**src/rtl/rand_pkg.sv**
```systemverilog
// Shared definitions for the rand_draw slice: LFSR width, LFSR state type
// and a pointer-width helper that never returns zero.
package rand_pkg;

  localparam int RND_W = 16;

  typedef logic [RND_W-1:0] rnd_t;

  // Bits needed to index 'depth' entries; a single-entry range still gets one bit.
  function automatic int ptr_w(input int depth);
    return (depth > 1) ? $clog2(depth) : 1;
  endfunction

endpackage

```
**src/rtl/rand_draw_if.sv**
```systemverilog
// Consumer-side handshake of rand_draw: valid/ready/data plus FIFO occupancy.
// The drawer is the master; game logic is the slave.
interface rand_draw_if #(
  parameter int OUT_W = 4,
  parameter int DEPTH = 8
) ();

  logic                     out_valid;
  logic                     out_ready;
  logic [OUT_W-1:0]         out_data;
  logic [$clog2(DEPTH):0]   count;
  logic                     full;

  modport master (
    output out_valid,
    output out_data,
    output count,
    output full,
    input  out_ready
  );

  modport slave (
    input  out_valid,
    input  out_data,
    input  count,
    input  full,
    output out_ready
  );

endinterface

```
**src/rtl/rand_fifo.sv**
```systemverilog
// Small synchronous FIFO for accepted draws. The head is read straight from
// storage, so data is stable while it is not popped. A push that coincides
// with a pop is allowed when full; the new value goes behind the survivors.
module rand_fifo
  import rand_pkg::*;
#(
  parameter  int W     = 4,
  parameter  int DEPTH = 8,
  localparam int PW    = ptr_w(DEPTH),
  localparam int CW    = $clog2(DEPTH) + 1
) (
  input  logic          clk,
  input  logic          reset,
  input  logic          push,
  input  logic          pop,
  input  logic [W-1:0]  din,
  output logic [W-1:0]  dout,
  output logic [CW-1:0] count,
  output logic          full,
  output logic          empty
);

  logic [W-1:0]  mem [DEPTH];
  logic [PW-1:0] wr_ptr;
  logic [PW-1:0] rd_ptr;
  logic          do_pop;
  logic          do_push;

  assign full    = (count == CW'(DEPTH));
  assign empty   = (count == '0);
  assign do_pop  = pop && !empty;
  assign do_push = push && (!full || do_pop);
  assign dout    = mem[rd_ptr];

  // Storage is cleared on reset so the head reads 0 straight after reset.
  always_ff @(posedge clk or posedge reset) begin
    if (reset) begin
      for (int i = 0; i < DEPTH; i++) begin
        mem[i] <= '0;
      end
    end else if (do_push) begin
      mem[wr_ptr] <= din;
    end
  end

  // Pointers wrap naturally; count tracks push/pop and is bounded by the guards above.
  always_ff @(posedge clk or posedge reset) begin
    if (reset) begin
      wr_ptr <= '0;
      rd_ptr <= '0;
      count  <= '0;
    end else begin
      if (do_push) begin
        wr_ptr <= wr_ptr + 1'b1;
      end
      if (do_pop) begin
        rd_ptr <= rd_ptr + 1'b1;
      end
      case ({do_push, do_pop})
        2'b10:   count <= count + 1'b1;
        2'b01:   count <= count - 1'b1;
        default: count <= count;
      endcase
    end
  end

endmodule

```
**src/rtl/rand_draw.sv**
```systemverilog
// rand_draw: decimates the free-running LFSR so every draw uses OUT_W fresh
// bits, rejection-samples the candidate against 'limit' and queues accepted
// values for the consumer.
// Optional feature macro RAND_DRAW_STATS_EN adds a saturating 16-bit
// 'reject_cnt' output counting rejected plus dropped candidates.
module rand_draw
  import rand_pkg::*;
#(
  parameter int OUT_W = 4,
  parameter int DEPTH = 8
) (
  input  logic             clk,
  input  logic             reset,
  input  rnd_t             rnd,
  input  logic             enable,
  input  logic [OUT_W-1:0] limit,
  rand_draw_if.master      bus
`ifdef RAND_DRAW_STATS_EN
  ,
  output logic [15:0]      reject_cnt
`endif
);

  localparam int             SW   = ptr_w(OUT_W);
  localparam logic [SW-1:0]  LAST = SW'(OUT_W - 1);
  localparam int             CW   = $clog2(DEPTH) + 1;

  logic [SW-1:0]    stride;
  logic [OUT_W-1:0] candidate;
  logic             sample;
  logic             accept;
  logic             pop;
  logic             push;
  logic             drop;
  logic             fifo_full;
  logic             fifo_empty;
  logic [CW-1:0]    fifo_count;
  logic [OUT_W-1:0] fifo_dout;
  logic             unused_rnd;

  // Only the low OUT_W bits feed a draw; the rest of the LFSR is ignored.
  assign unused_rnd = ^rnd;

  assign candidate = rnd[OUT_W-1:0];
  assign sample    = enable && (stride == LAST);
  assign accept    = sample && (candidate < limit);
  assign pop       = !fifo_empty && bus.out_ready;
  assign push      = accept && (!fifo_full || pop);
  assign drop      = accept && fifo_full && !pop;

  // Stride counter: one sample every OUT_W enabled cycles, frozen while disabled.
  always_ff @(posedge clk or posedge reset) begin
    if (reset) begin
      stride <= '0;
    end else if (enable) begin
      stride <= (stride == LAST) ? '0 : stride + 1'b1;
    end
  end

  rand_fifo #(
    .W     (OUT_W),
    .DEPTH (DEPTH)
  ) u_fifo (
    .clk   (clk),
    .reset (reset),
    .push  (push),
    .pop   (pop),
    .din   (candidate),
    .dout  (fifo_dout),
    .count (fifo_count),
    .full  (fifo_full),
    .empty (fifo_empty)
  );

  assign bus.out_valid = !fifo_empty;
  assign bus.out_data  = fifo_dout;
  assign bus.count     = fifo_count;
  assign bus.full      = fifo_full;

`ifdef RAND_DRAW_STATS_EN
  // Counts every sample that did not make it into the FIFO, sticking at all-ones.
  always_ff @(posedge clk or posedge reset) begin
    if (reset) begin
      reject_cnt <= '0;
    end else if (((sample && !accept) || drop) && (reject_cnt != 16'hFFFF)) begin
      reject_cnt <= reject_cnt + 16'd1;
    end
  end
`endif

endmodule
```
**src/flat_wrapper.sv**
```systemverilog
// flat-port wrapper written by rule: the top's interface ports become plain ports
module rand_draw_flat import rand_pkg::*;
#(
  parameter int OUT_W = 4,
  parameter int DEPTH = 8
)
  (clk, reset, rnd, enable, limit, bus_out_valid, bus_out_data, bus_count, bus_full, bus_out_ready);
  rand_draw_if #(.OUT_W(OUT_W), .DEPTH(DEPTH)) bus_i ();
  input  logic clk;
  input  logic reset;
  input  rnd_t rnd;
  input  logic enable;
  input  logic [OUT_W-1:0] limit;
  output wire logic [$bits(bus_i.out_valid)-1:0] bus_out_valid;
  output wire logic [$bits(bus_i.out_data)-1:0] bus_out_data;
  output wire logic [$bits(bus_i.count)-1:0] bus_count;
  output wire logic [$bits(bus_i.full)-1:0] bus_full;
  input wire logic [$bits(bus_i.out_ready)-1:0] bus_out_ready;
  assign bus_out_valid = bus_i.out_valid;
  assign bus_out_data = bus_i.out_data;
  assign bus_count = bus_i.count;
  assign bus_full = bus_i.full;
  assign bus_i.out_ready = bus_out_ready;
  rand_draw #(.OUT_W(OUT_W), .DEPTH(DEPTH)) u_core (.clk(clk), .reset(reset), .rnd(rnd), .enable(enable), .limit(limit), .bus(bus_i));
endmodule
```
**config.mk**
```make
export PLATFORM = sky130hd
export DESIGN_NAME = rand_draw_flat
export DESIGN_NICKNAME = d
export VERILOG_FILES = /design/src/rtl/rand_pkg.sv /design/src/rtl/rand_draw_if.sv /design/src/rtl/rand_fifo.sv /design/src/rtl/rand_draw.sv /design/src/flat_wrapper.sv
export SDC_FILE = /design/constraint.sdc
export NUM_CORES = 1
export LEC_CHECK = 0
export BUFFER_PORTS_ARGS = -buffer_cell sky130_fd_sc_hd__buf_2
export CAP_MARGIN = 20
export CORE_MARGIN = 5
export CORE_UTILIZATION = 50
export CTS_CLUSTER_DIAMETER = 40
export DETAILED_ROUTE_END_ITERATION = 10
export HOLD_SLACK_MARGIN = 0.12
export MAX_ROUTING_LAYER = met4
export PLACE_DENSITY = 0.81
export SLEW_MARGIN = 0
export SYNTH_ARGS = -nofsm -noshare
export SYNTH_HDL_FRONTEND = slang
export SYNTH_SLANG_ARGS = --single-unit
```
**constraint.sdc**
```tcl
create_clock -name clk -period 6.45 [get_ports clk]
set_input_delay 0.9675 -clock clk [delete_from_list [all_inputs] [get_ports clk]]
set_output_delay 0.9675 -clock clk [all_outputs]
set_load 0.02 [all_outputs]
```
==> run summary, run 1 <==
The flow ran to the end, and the final reports show no timing, DRC or antenna violations. The logs give 5860 um^2 for the die outline area and 504.3 ps for the worst hold margin. The logs give 228 for the cell count after placement and 156 for the cell count after synthesis.

STA classifies the critical path endpoint as a register. Setup total negative slack on the finished layout was measured at 0 ps. Excluding fillers, the count of instances in the completed layout stands at 235.

The tools report the CTS root buffer as clkbuf_8. No sink is reached through more buffers than the 2 on the longest clock path. The portion of the post-synthesis area used by sequential elements is 49.72%.

In this run the post-CTS setup repair buffer count came out at 0. The number of maximum-capacitance violations was 0; the global-route wire length before repair was 7.438 mm. 34 I/O pins were placed. Headroom to the max-slew limit came out at 31.82%. The number of nets with antenna violations after detailed routing was 0; the total via count after detailed routing was 1338.

The number of nets at the end of the flow was 216. Entering global routing, the biggest net connects 45 pins. The biggest area contributor in the post-synthesis netlist is dfrtp_1. The total power density per cell area was 453.6 nW/um^2; the detail-routed net length per standard cell was 18.07 um. Once layout is done, the placed cells without fillers occupy 2514 um^2. The number of nets in the synthesized netlist came out at 189. Data on the critical path arrives at its endpoint at 3500 ps. The repair_antennas step left the layout with diodes totalling 0. The via count of the first global-routing pass came out at 1487. Synthesis inferred 44 register bits. The final count of hold timing violations was 0; the vias per cell was 5.694. At the pin with the least slew margin, the transition time is 1013 ps. Once the clock tree was built, the resizer swapped 0 gates to a different size.

The tools report the floorplan row count as 24. The final core utilization came out at 58.13%. Summed over all cells, the static leakage comes to 1.175 nW. Summed over all layers, the global routing overflow is 0.

The clock arrives with 9.597 ps of skew. The required time of the critical path was 6630 ps; the initial antenna violation count was 0. The start point of the critical path was rnd[3]. By area the synthesized netlist is led by dfrtp_1 50%, mux2_2 21%, mux4_2 8.1%. Summed over all layers, the routed wires come to 4.246 mm. For the sequential cell area in the final layout, the log shows 1101 um^2. TritonCTS built the clock tree.

The largest fanout of any net on the critical path came out at 10. After layout, the minimum clock period comes to 3320 ps. Routability-driven placement finished with a final weighted congestion of 0.8451.

The CTS H-tree depth was 2; the die height was 76.55 um. The share of the cycle needed by the critical path after routing came out at 51.48%. The endpoint identified for the worst register-to-register timing path is u_core.u_fifo.count[2].

The quantity of hold-fixing buffers added after cts was 0; the number of setup violations in the final report was 0. The path class of the tightest hold or removal check is register to register. Area share of the largest cell type after synthesis: 49.72%.

The startpoint of the worst register-to-register path is u_core.u_fifo.count[2]. Clock transition time at the flip-flop clock pins of the worst setup and hold paths: 80 ps. Capturing instance or port of the critical path: u_core.u_fifo.count[2]. The later pin in the worst-skew pair is clocked with a latency of 300 ps.

The area of the multi-input gates is 1076 um^2, and the overall global routing resource usage is 16.93%. The internal reg-to-reg setup slack was 3480 ps. The run gives 4 as the number of iterations in the first detailed-routing pass. The netlist uses 26 different library cells. The fraction of final layout cells sized beyond drive strength 1 works out to 44.26%. The initial cell density of the core is 51.22%.

The worst hold path begins at u_core.u_fifo.count[3]. The number of remaining DRC errors was 0. The area of the core came out at 4324 um^2. By startpoint and endpoint, the worst setup path is classified as input pin to register.

The synthesized area per cell was 14.20 um^2; the final count of pins violating max slew was 0. For the cell area after synthesis, the log shows 2215 um^2. The tools report the critical path startpoint category as an input pin.

Port buffering added 21 buffers. The number of cell instances on the worst register-to-register path came out at 11. The total number of yosys warnings is 0. The area growth from synthesis to layout is 13.50%.

The post-detailed-placement half-perimeter wirelength was 3.159 mm. Clock tree synthesis found a total of 44 sinks. Setup repair after global routing left no endpoint under its margin.

The tools report the post-place instance area as 2385 um^2. The tools report the number of fill cells as 355. The die is 76.55 um wide. The clock buffer count from CTS is 5, and the worst voltage drop across the vdd grid is 0.0001495 V. The first routing iteration left 73 violations. The maximum clock frequency is 301.2 MHz.
## per-layer routing
| layer | track usage [%] | vias up | part of all wire (%) |
|---|---|---|---|
| met2 | 26.54 | 23 | 50 |
| met5 | - | - | 0 |
| met4 | 7.168 | 0 | 2.0 |
| met3 | 4.492 | 7 | 3.5 |
| met1 | 20.66 | 680 | 45 |
| li1 | - | 628 | - |
## logic make-up after synthesis
logic type               Yosys count  share of synthesized area, %
buffers and inverters             10                         1.695
flip-flops                        44                         49.72
AO/OA/AOI/OAI                      6                         2.599
multiplexers                      49                         28.98
XOR/XNOR                           9                         3.559
AND/OR/NAND/NOR                   29                         8.361
adder cells (fa/ha/maj)            9                         5.085
## where the power goes
group	switching, mW	internal, mW
logic	0.173	0.227
clock network	0.0908	0.152
registers	0.114	0.383
total	0.378	0.762
## layout by cell type (no fill, tap or decap)
master / count
xor2_1: 5
nand3_1: 1
nor4_1: 5
inv_1: 8
bufinv_16: 2
nor2_1: 5
a211o_1: 1
o2111ai_4: 1
nand2b_1: 3
or4_1: 1
nor3_1: 1
nand3b_1: 1
nor4b_2: 1
nor2b_1: 1
nand2_1: 4
nor4bb_1: 1
dfrtp_1: 44
mux4_2: 8
clkbuf_8: 5
buf_2: 21
xnor2_1: 4
a21oi_1: 3
mux2_2: 41
buf_4: 1
ha_1: 9
nor3b_1: 3
or4b_1: 1
o211ai_1: 1
nor4_2: 1
## cell type report
class / instances / share of cell area [%]
inverters: 8 / 1.195
clock buffers: 5 / 2.738
well taps: 52 / 2.588
multi-input cells: 102 / 42.81
repair buffers: 22 / 4.480
clock inverters: 2 / 2.389
flip-flops and latches: 44 / 43.80
## per-stage QoR
stage	worst slack (ps)	total power, mW
2_1_floorplan	3324	0.7904
3_3_place_gp	2978	0.8705
3_5_place_dp	2836	0.9084
4_1_cts	3160	1.153
5_1_grt	2842	1.220
6_report	3130	1.140
## registers in the layout (all words and copies together) (netlist names)
| register | count |
|---|---|
| u_core.u_fifo.mem | 32 |
| u_core.u_fifo.rd_ptr | 3 |
| u_core.stride | 2 |
| u_core.u_fifo.wr_ptr | 3 |
| u_core.u_fifo.count | 4 |
## worst min path at each step
| stage | end | slack, ps | cells after the start |
|---|---|---|---|
| global route | u_core.u_fifo.mem[19] | 520 | 1 |
| floorplan | u_core.u_fifo.mem[20] | 480 | 1 |
| finish | u_core.u_fifo.count[3] | 500 | 1 |
| global placement | u_core.u_fifo.mem[1] | 480 | 1 |
| CTS | u_core.u_fifo.count[3] | 510 | 1 |
| detailed placement | u_core.u_fifo.count[3] | 490 | 1 |
## critical path, stage by stage
cell and delay (ps):
buf_2 150, ha_1 320, o211ai_1 90, nor2_1 520, nor2_1 190, inv_1 140, ha_1 280, xor2_1 100
ha_1 190, a21oi_1 160, xor2_1 170, nor2_1 70, xor2_1 140
## synth_stat cells
master     instances
a211o_1            1
a21oi_1            3
clkbuf_1           2
dfrtp_1           44
ha_1               9
inv_1              8
mux2_2            41
mux4_2             8
nand2_1            4
nand2b_1           3
nand3_1            1
nand3b_1           1
nor2_1             5
nor2b_1            1
nor3_1             1
nor3b_1            3
nor4_1             5
nor4_2             1
nor4b_2            1
nor4bb_1           1
o2111ai_4          1
o211ai_1           1
or4_1              1
or4b_1             1
xnor2_1            4
xor2_1             5
(Power assumes the default switching activity.)
==> run 2, diff against run 1 <==
==> constraint.sdc (replaced) <==
create_clock -name clk -period 3.13 [get_ports clk]
set_input_delay 0.4695 -clock clk [delete_from_list [all_inputs] [get_ports clk]]
set_output_delay 0.4695 -clock clk [all_outputs]
set_load 0.02 [all_outputs]
==> run 2 against run 1 <==
  * Power up 100%
  * Register-to-register slack worse by 3100 ps
  * Non-clock buffer count up 7
  * Critical path depth unchanged
  * Final cell count up 3.4%
  * Critical endpoint unchanged
==> run summary, run 2 (synthesis results as in run 1) <==
The flow ran to the end, and the final reports show no timing, DRC or antenna violations. The largest fanout of any net on the critical path was 10 (unchanged). The largest clock skew in the final design is 9.495 ps (-0.1018 ps), and the post-place instance area is 2437 um^2 (+2.2%). The run gives 0 (unchanged) as the number of setup violations in the final report.

The tightest min-delay check is of the input pin to async pin type. The number of port buffers is 21 (unchanged), and the clock transition time at the flip-flop clock pins of the worst setup and hold paths is 90 ps (about the same). The maximum count of clock buffers along a single path came out at 2 (unchanged).

STA classifies the critical path endpoint as a register. The number of sinks driven by the clock tree is 44 (unchanged), and the worst-case headroom to the max-slew limit is 55.89% (+24 points). The run gives 0 (unchanged) as the final count of hold timing violations. Leaving out fill and tap cells, the most frequent cells in the layout are 44 x dfrtp_1, 41 x mux2_2, 21 x buf_2, 9 x ha_1. The reported leakage power was 1.203 nW (+2.3%); the maximum clock frequency was 358.0 MHz.

The die outline area came out at 5860 um^2 (unchanged). The run gives 3.254 mm (+3.0%) as the post-detailed-placement half-perimeter wirelength. The post-route met1 wirelength was 1.896 mm (-0.21%); the clock buffer count from CTS was 5 (unchanged).

For the quantity of hold-fixing buffers added after cts, the log shows 0 (unchanged). The vias per cell came out at 5.737 (+0.76%). The uppermost layer routed was met4. The number of nets at the end of the flow was 223 (+3.2%); the CTS H-tree depth was 2 (unchanged). The area of the core was 4324 um^2 (unchanged). Setup repair after global routing left no endpoint under its margin. The top register by number of flip-flops was u_core.u_fifo.mem. The run gives 0 (unchanged) as the number of remaining DRC errors. Total congestion overflow after global routing: 0 (unchanged). The detail-routed net length per standard cell is 18.26 um (+1.1%). The fraction of final layout cells sized beyond drive strength 1 is 46.60% (+2.3 points), and the area added between synthesis and finish is 15.25%.

The final critical delay including setup and external delays is 2793 ps, and the summed area of non-filler cells in the final layout is 2552 um^2 (+1.5%). The die height is 76.55 um (unchanged). The sequential cell area in the final layout came out at 1101 um^2 (unchanged). The number of maximum-capacitance violations was 0 (unchanged); the share of the cycle needed by the critical path after routing was 89.24%. The sum of met2 wire segment lengths after detailed routing came out at 2.171 mm (+2.8%).

The actual transition at the worst max-transition pin is 659.2 ps (-354.1 ps). The tools report the final count of pins violating max slew as 0 (unchanged). The logs give 4.438 mm (+4.5%) for the sum of routed wire length over all layers and 17.42% (+0.49 points) for the overall global routing resource usage. The tools report the sum of negative setup slack as 0 ps (unchanged). TritonCTS built the clock tree. The required time of the critical path was 3320 ps (-3310 ps).

For the number of DRC markers after the initial detailed-route iteration, the log shows 71 (-2.7%). Pin count of the biggest net entering global routing: 45 (unchanged). The run gives 0 (unchanged) as the number of diodes added for antenna fixing. Floorplan row count: 24 (unchanged).

The flip-flop count of the largest register, all copies and words added was 32 (unchanged); the routed length on met3 was 249 um (+66%). The run gives 7.721 mm (+3.8%) as the global-route wire length before repair. Category of the critical setup timing path: input pin to register. The number of top-level pins is 34 (unchanged), and the area of the multi-input gates is 1076 um^2 (unchanged). The run gives 1394 (+4.2%) as the total via count after detailed routing. The run gives 2980 ps (-520 ps) as the arrival time at the worst endpoint. The logs give 4 (unchanged) for the number of iterations in the first detailed-routing pass and 310 ps (about the same) for the clock latency at the later pin of the worst-skew pair. The run gives 0.8798 (+4.1%) as the routability congestion estimate. In the final layout, the registers with the most flip-flops are u_core.u_fifo.mem: 32 flops, u_core.u_fifo.count: 4 flops. The logs give 51.22% (unchanged) for the initial cell density of the core and 0 (unchanged) for the initial antenna violation count. STA classifies the critical path startpoint as an input pin. The tree is rooted in a clkbuf_8. Number of fill cells: 361 (+1.7%). Leaving out fill and tap cells, the most frequent cell in the layout is dfrtp_1. The total power density per cell area is 910.5 nW/um^2 (+100%), and the width of the die is 76.55 um (unchanged). The run gives 0 (unchanged) as the total setup buffers inserted after CTS.

The logs give 59.03% (+0.90 points) for the final core utilization and 0.0003266 V (+120%) for the worst voltage drop across the vdd grid. The number of nets with antenna violations after detailed routing was 0 (unchanged). The run gives 1564 (+5.2%) as the via count of the first global-routing pass.

The number of gates resized after cts is 0 (unchanged).
[run 2: through the flow]
step           setup slack [ps]  power (mW)  cells  hold WS, ps
2_1_floorplan             373.2       1.629    156        475.2
3_3_place_gp              142.4       1.805    235        483.9
3_5_place_dp              11.10       1.889    235        490.2
4_1_cts                   328.9       2.345    243        298.5
5_1_grt                   116.4       2.481    243        335.9
6_report                  336.7       2.324    243        278.9
[run 2: cell type report]
type                       instances  share of cell area [%]
sequential                        44                   43.14
multi-input combinational        102                   42.16
timing repair buffer              29                   6.471
clock buffer                       5                   2.696
tap                               52                   2.549
clock inverter                     3                   1.814
inverter                           8                   1.176
[run 2: path summary, 6_finish.rpt]
| path | slack, ps | to | from | cells past startpoint |
|---|---|---|---|---|
| max | 340 | u_core.u_fifo.count[2] | rnd[3] | 13 |
| min | 280 | u_core.u_fifo.mem[14] | reset | 3 |
| max reg2reg | 380 | u_core.u_fifo.count[2] | u_core.u_fifo.count[2] | 11 |
| min reg2reg | 510 | u_core.u_fifo.mem[21] | u_core.u_fifo.mem[21] | 1 |
| max in group asynchronous | 2460 | u_core.u_fifo.wr_ptr[0] | reset | 3 |
| min in group clk | 480 | u_core.stride[1] | enable | 2 |
[run 2: critical path: stages]
cell	delay, ps
buf_2	150
ha_1	330
o211ai_1	90
nor2_1	530
nor2_1	200
inv_1	120
ha_1	270
xor2_1	110
ha_1	190
a21oi_1	150
xor2_1	160
nor2_1	60
xor2_1	140
[run 2: metal layers]
| metal | global-route usage, % | vias to the layer above |
|---|---|---|
| met1 | 21.75 | 705 |
| met5 | - | - |
| met2 | 26.54 | 35 |
| met4 | 6.643 | 0 |
| li1 | - | 640 |
| met3 | 5.437 | 14 |
[run 2: where the power goes]
part | internal [mW] | total, mW | switching (mW)
combinational | 0.476 | 0.839 | 0.363
clock | 0.241 | 0.456 | 0.215
sequential | 0.790 | 1.03 | 0.240
==> run 3, diff against run 2 <==
--- a/config.mk
+++ b/config.mk
@@ -7,7 +7,7 @@
 export LEC_CHECK = 0
 export BUFFER_PORTS_ARGS = -buffer_cell sky130_fd_sc_hd__buf_2
 export CAP_MARGIN = 20
-export CORE_MARGIN = 5
+export CORE_MARGIN = 4
 export CORE_UTILIZATION = 50
 export CTS_CLUSTER_DIAMETER = 40
 export DETAILED_ROUTE_END_ITERATION = 10
==> run 3 against run 2 <==
  * Setup slack better by 12 ps
  * Flip-flop and latch count is the same
  * Global-route usage up 0.16 points
  * Via count grew 0.57%
  * Hold slack improved by 14 ps
  * Critical path type unchanged
  * Highest routed layer unchanged
==> run summary, run 3 (synthesis results as in run 1) <==
The signal on the critical path passes through buf_2, ha_1, o211ai_1, nor2_1, nor2_1, inv_1, ha_1, xor2_1, ha_1, a21oi_1, xor2_1, nor2_1, xor2_1. The power consumption was 2.222 mW (-4.4%); the maximum clock frequency was 359.6 MHz (+0.43%). From synthesis to final layout, the design area changed by 14.18%. The worst hold margin is 293.3 ps (+14.40 ps), and the final core utilization is 61.02% (+2.0 points). The logs give 17.57% (+0.16 points) for the overall global routing resource usage and 76 (+7.0%) for the number of DRC markers after the initial detailed-route iteration.

For the pre-CTS worst setup slack, the log shows 36.16 ps (+25.05 ps). Leading cell type in the layout, fill and taps excluded: dfrtp_1. For the cell count after placement, the log shows 233 (-0.85%).

The run gives 0 (unchanged) as the quantity of hold-fixing buffers added after cts. The run gives 1402 (+0.57%) as the total via count after detailed routing. The sum of routed wire length over all layers was 4.142 mm (-6.7%); the worst-case headroom to the max-slew limit was 55.95% (+0.060 points).

Number of diodes added for antenna fixing: 0 (unchanged). The width of the die was 74.55 um (-2.6%). The tools report the worst voltage drop across the vdd grid as 0.0003275 V (+0.25%).

The top register by number of flip-flops was u_core.u_fifo.mem. The number of top-level pins is 34 (unchanged), and the number of maximum-capacitance violations is 0 (unchanged). The tools report the number of gates resized after cts as 0 (unchanged). Element type at the critical path end: a register. The tools report the summed area of non-filler cells in the final layout as 2529 um^2 (-0.93%). The category of the critical setup timing path was input pin to register.

The fraction of final layout cells sized beyond drive strength 1 was 46.07% (-0.52 points). Final count of pins violating max slew: 0 (unchanged). The worst hold path class is input pin to async pin.

Setup repair after global routing left no endpoint under its margin. Total congestion overflow after global routing: 0 (unchanged). The flip-flop count of the largest register, all copies and words added was 32 (unchanged). The run gives 0 (unchanged) as the number of remaining DRC errors.

The actual transition at the worst max-transition pin is 658.3 ps (-0.8997 ps). The critical path startpoint category is an input pin. The largest clock skew in the final design was 9.531 ps (+0.03617 ps); the detail-routed net length per standard cell was 17.19 um (-5.9%). The slowest stage of the critical path is the nor2_1 cell. The final count of hold timing violations was 0 (unchanged). Largest fanout of any net on the critical path: 10 (unchanged).

The logs give 2 (unchanged) for the CTS H-tree depth and 0 ps (unchanged) for the sum of negative setup slack. The logs give 1449 (-7.4%) for the via count of the first global-routing pass and 46.1% (+1.8 points) for the sequential power share. The clock transition time at the flip-flop clock pins of the worst setup and hold paths was 80 ps (about the same); the reported net switching power was 0.7766 mW (-5.1%).

The largest registers in the layout are u_core.u_fifo.mem: 32 flops, u_core.u_fifo.count: 4 flops. The share of the cycle needed by the critical path after routing was 88.86% (-0.38 points); the clock buffer count from CTS was 5 (unchanged). The arrival time at the worst endpoint was 2960 ps (-20 ps); the vias per cell was 5.817 (+1.4%). The tools report the number of setup violations in the final report as 0 (unchanged). TritonCTS built the clock tree.

The global-route wire length before repair came out at 6.886 mm (-11%). Total power density per cell area: 878.6 nW/um^2 (-3.5%). The number of port buffers came out at 21 (unchanged). The die height was 74.55 um (-2.6%). The run gives 1.445 mW (-4.0%) as the cell-internal power. In the layout the commonest cells are 44 x dfrtp_1, 41 x mux2_2, 21 x buf_2, 9 x ha_1. The most critical setup path has its startpoint at rnd[3]. The final critical delay including setup and external delays works out to 2781 ps (-12.05 ps).

The run finished with clean final reports. Number of nets at the end of the flow: 223 (unchanged). The logs give 5558 um^2 (-5.2%) for the die outline area and 37.5% (+1.4 points) for the combinational share of power. Floorplan row count: 23 (-4.2%). The pin count of the biggest net entering global routing is 45 (unchanged), and the switching share of power is 34.96% (-0.24 points). For the reported leakage power, the log shows 1.193 nW (-0.86%). The clock latency at the later pin of the worst-skew pair is 300 ps (about the same). The clock power share is 16.3% (-3.3 points). The tools report the CTS root buffer as clkbuf_8. The tools report the maximum count of clock buffers along a single path as 2 (unchanged).

Post-place instance area: 2435 um^2 (-0.10%). The post-detailed-placement half-perimeter wirelength came out at 3.115 mm (-4.3%). The final worst slack was 348.7 ps (+12.05 ps). The biggest cell delay along the critical path is 530 ps (about the same), and the number of nets with antenna violations after detailed routing is 0 (unchanged). Routability congestion estimate: 0.7755 (-12%). The number of iterations in the first detailed-routing pass came out at 4 (unchanged). The total setup buffers inserted after CTS is 0 (unchanged). The tools report the initial cell density of the core as 53.44% (+2.2 points). Startpoint of the worst register-to-register path: u_core.u_fifo.count[2]. The tools report the non-filler instance count after layout as 241 (-0.82%). The area of the core came out at 4144 um^2 (-4.2%). The tools report the initial antenna violation count as 0 (unchanged).

The required time of the critical path was 3310 ps (about the same). The number of sinks driven by the clock tree was 44 (unchanged); the number of fill cells was 312 (-14%).
## run 3: power groups by stage
stage	Sequential, mW	Clock [mW]	Combinational, mW
detailed placement	1.04	0	0.837
global route	1.07	0.391	0.921
floorplan	0.957	0	0.671
global placement	1.01	0	0.789
CTS	1.03	0.370	0.845
finish	1.03	0.362	0.834
## run 3: worst max-delay path, delay by kind of cell
kind | cells | cell delay, ps
compound gates | 2 | 240
xor+xnor | 3 | 390
fa+ha+maj | 3 | 790
buf+inv | 2 | 270
simple gates | 3 | 780
## run 3: worst paths after layout
check                                               end  slack [ps]  depth (start not counted)
worst max-delay path             u_core.u_fifo.count[2]         350                         13
worst max register to register   u_core.u_fifo.count[2]         430                         11
min in group clk                u_core.u_fifo.rd_ptr[2]         490                          3
worst min-delay path              u_core.u_fifo.mem[13]         290                          3
max in group asynchronous         u_core.u_fifo.mem[27]        2460                          3
worst min register to register    u_core.u_fifo.mem[16]         510                          1
## run 3: area by class of cell
cell class,count,area (um^2),share of cell area [%]
inverters,8,30.03,1.188
multi-input cells,102,1076,42.55
well taps,50,62.56,2.474
clock buffers,7,86.33,3.414
flip-flops and latches,44,1101,43.54
repair buffers,29,165.2,6.531
clock inverters,1,7.507,0.2969
## run 3: routing by layer
metal / vias up / routed length, um / track usage, %
li1: 641 / - / -
met1: 725 / 1696 / 20.47
met2: 30 / 2199 / 29.76
met3: 6 / 191 / 5.000
met4: 0 / 55 / 4.743
met5: - / 0 / -
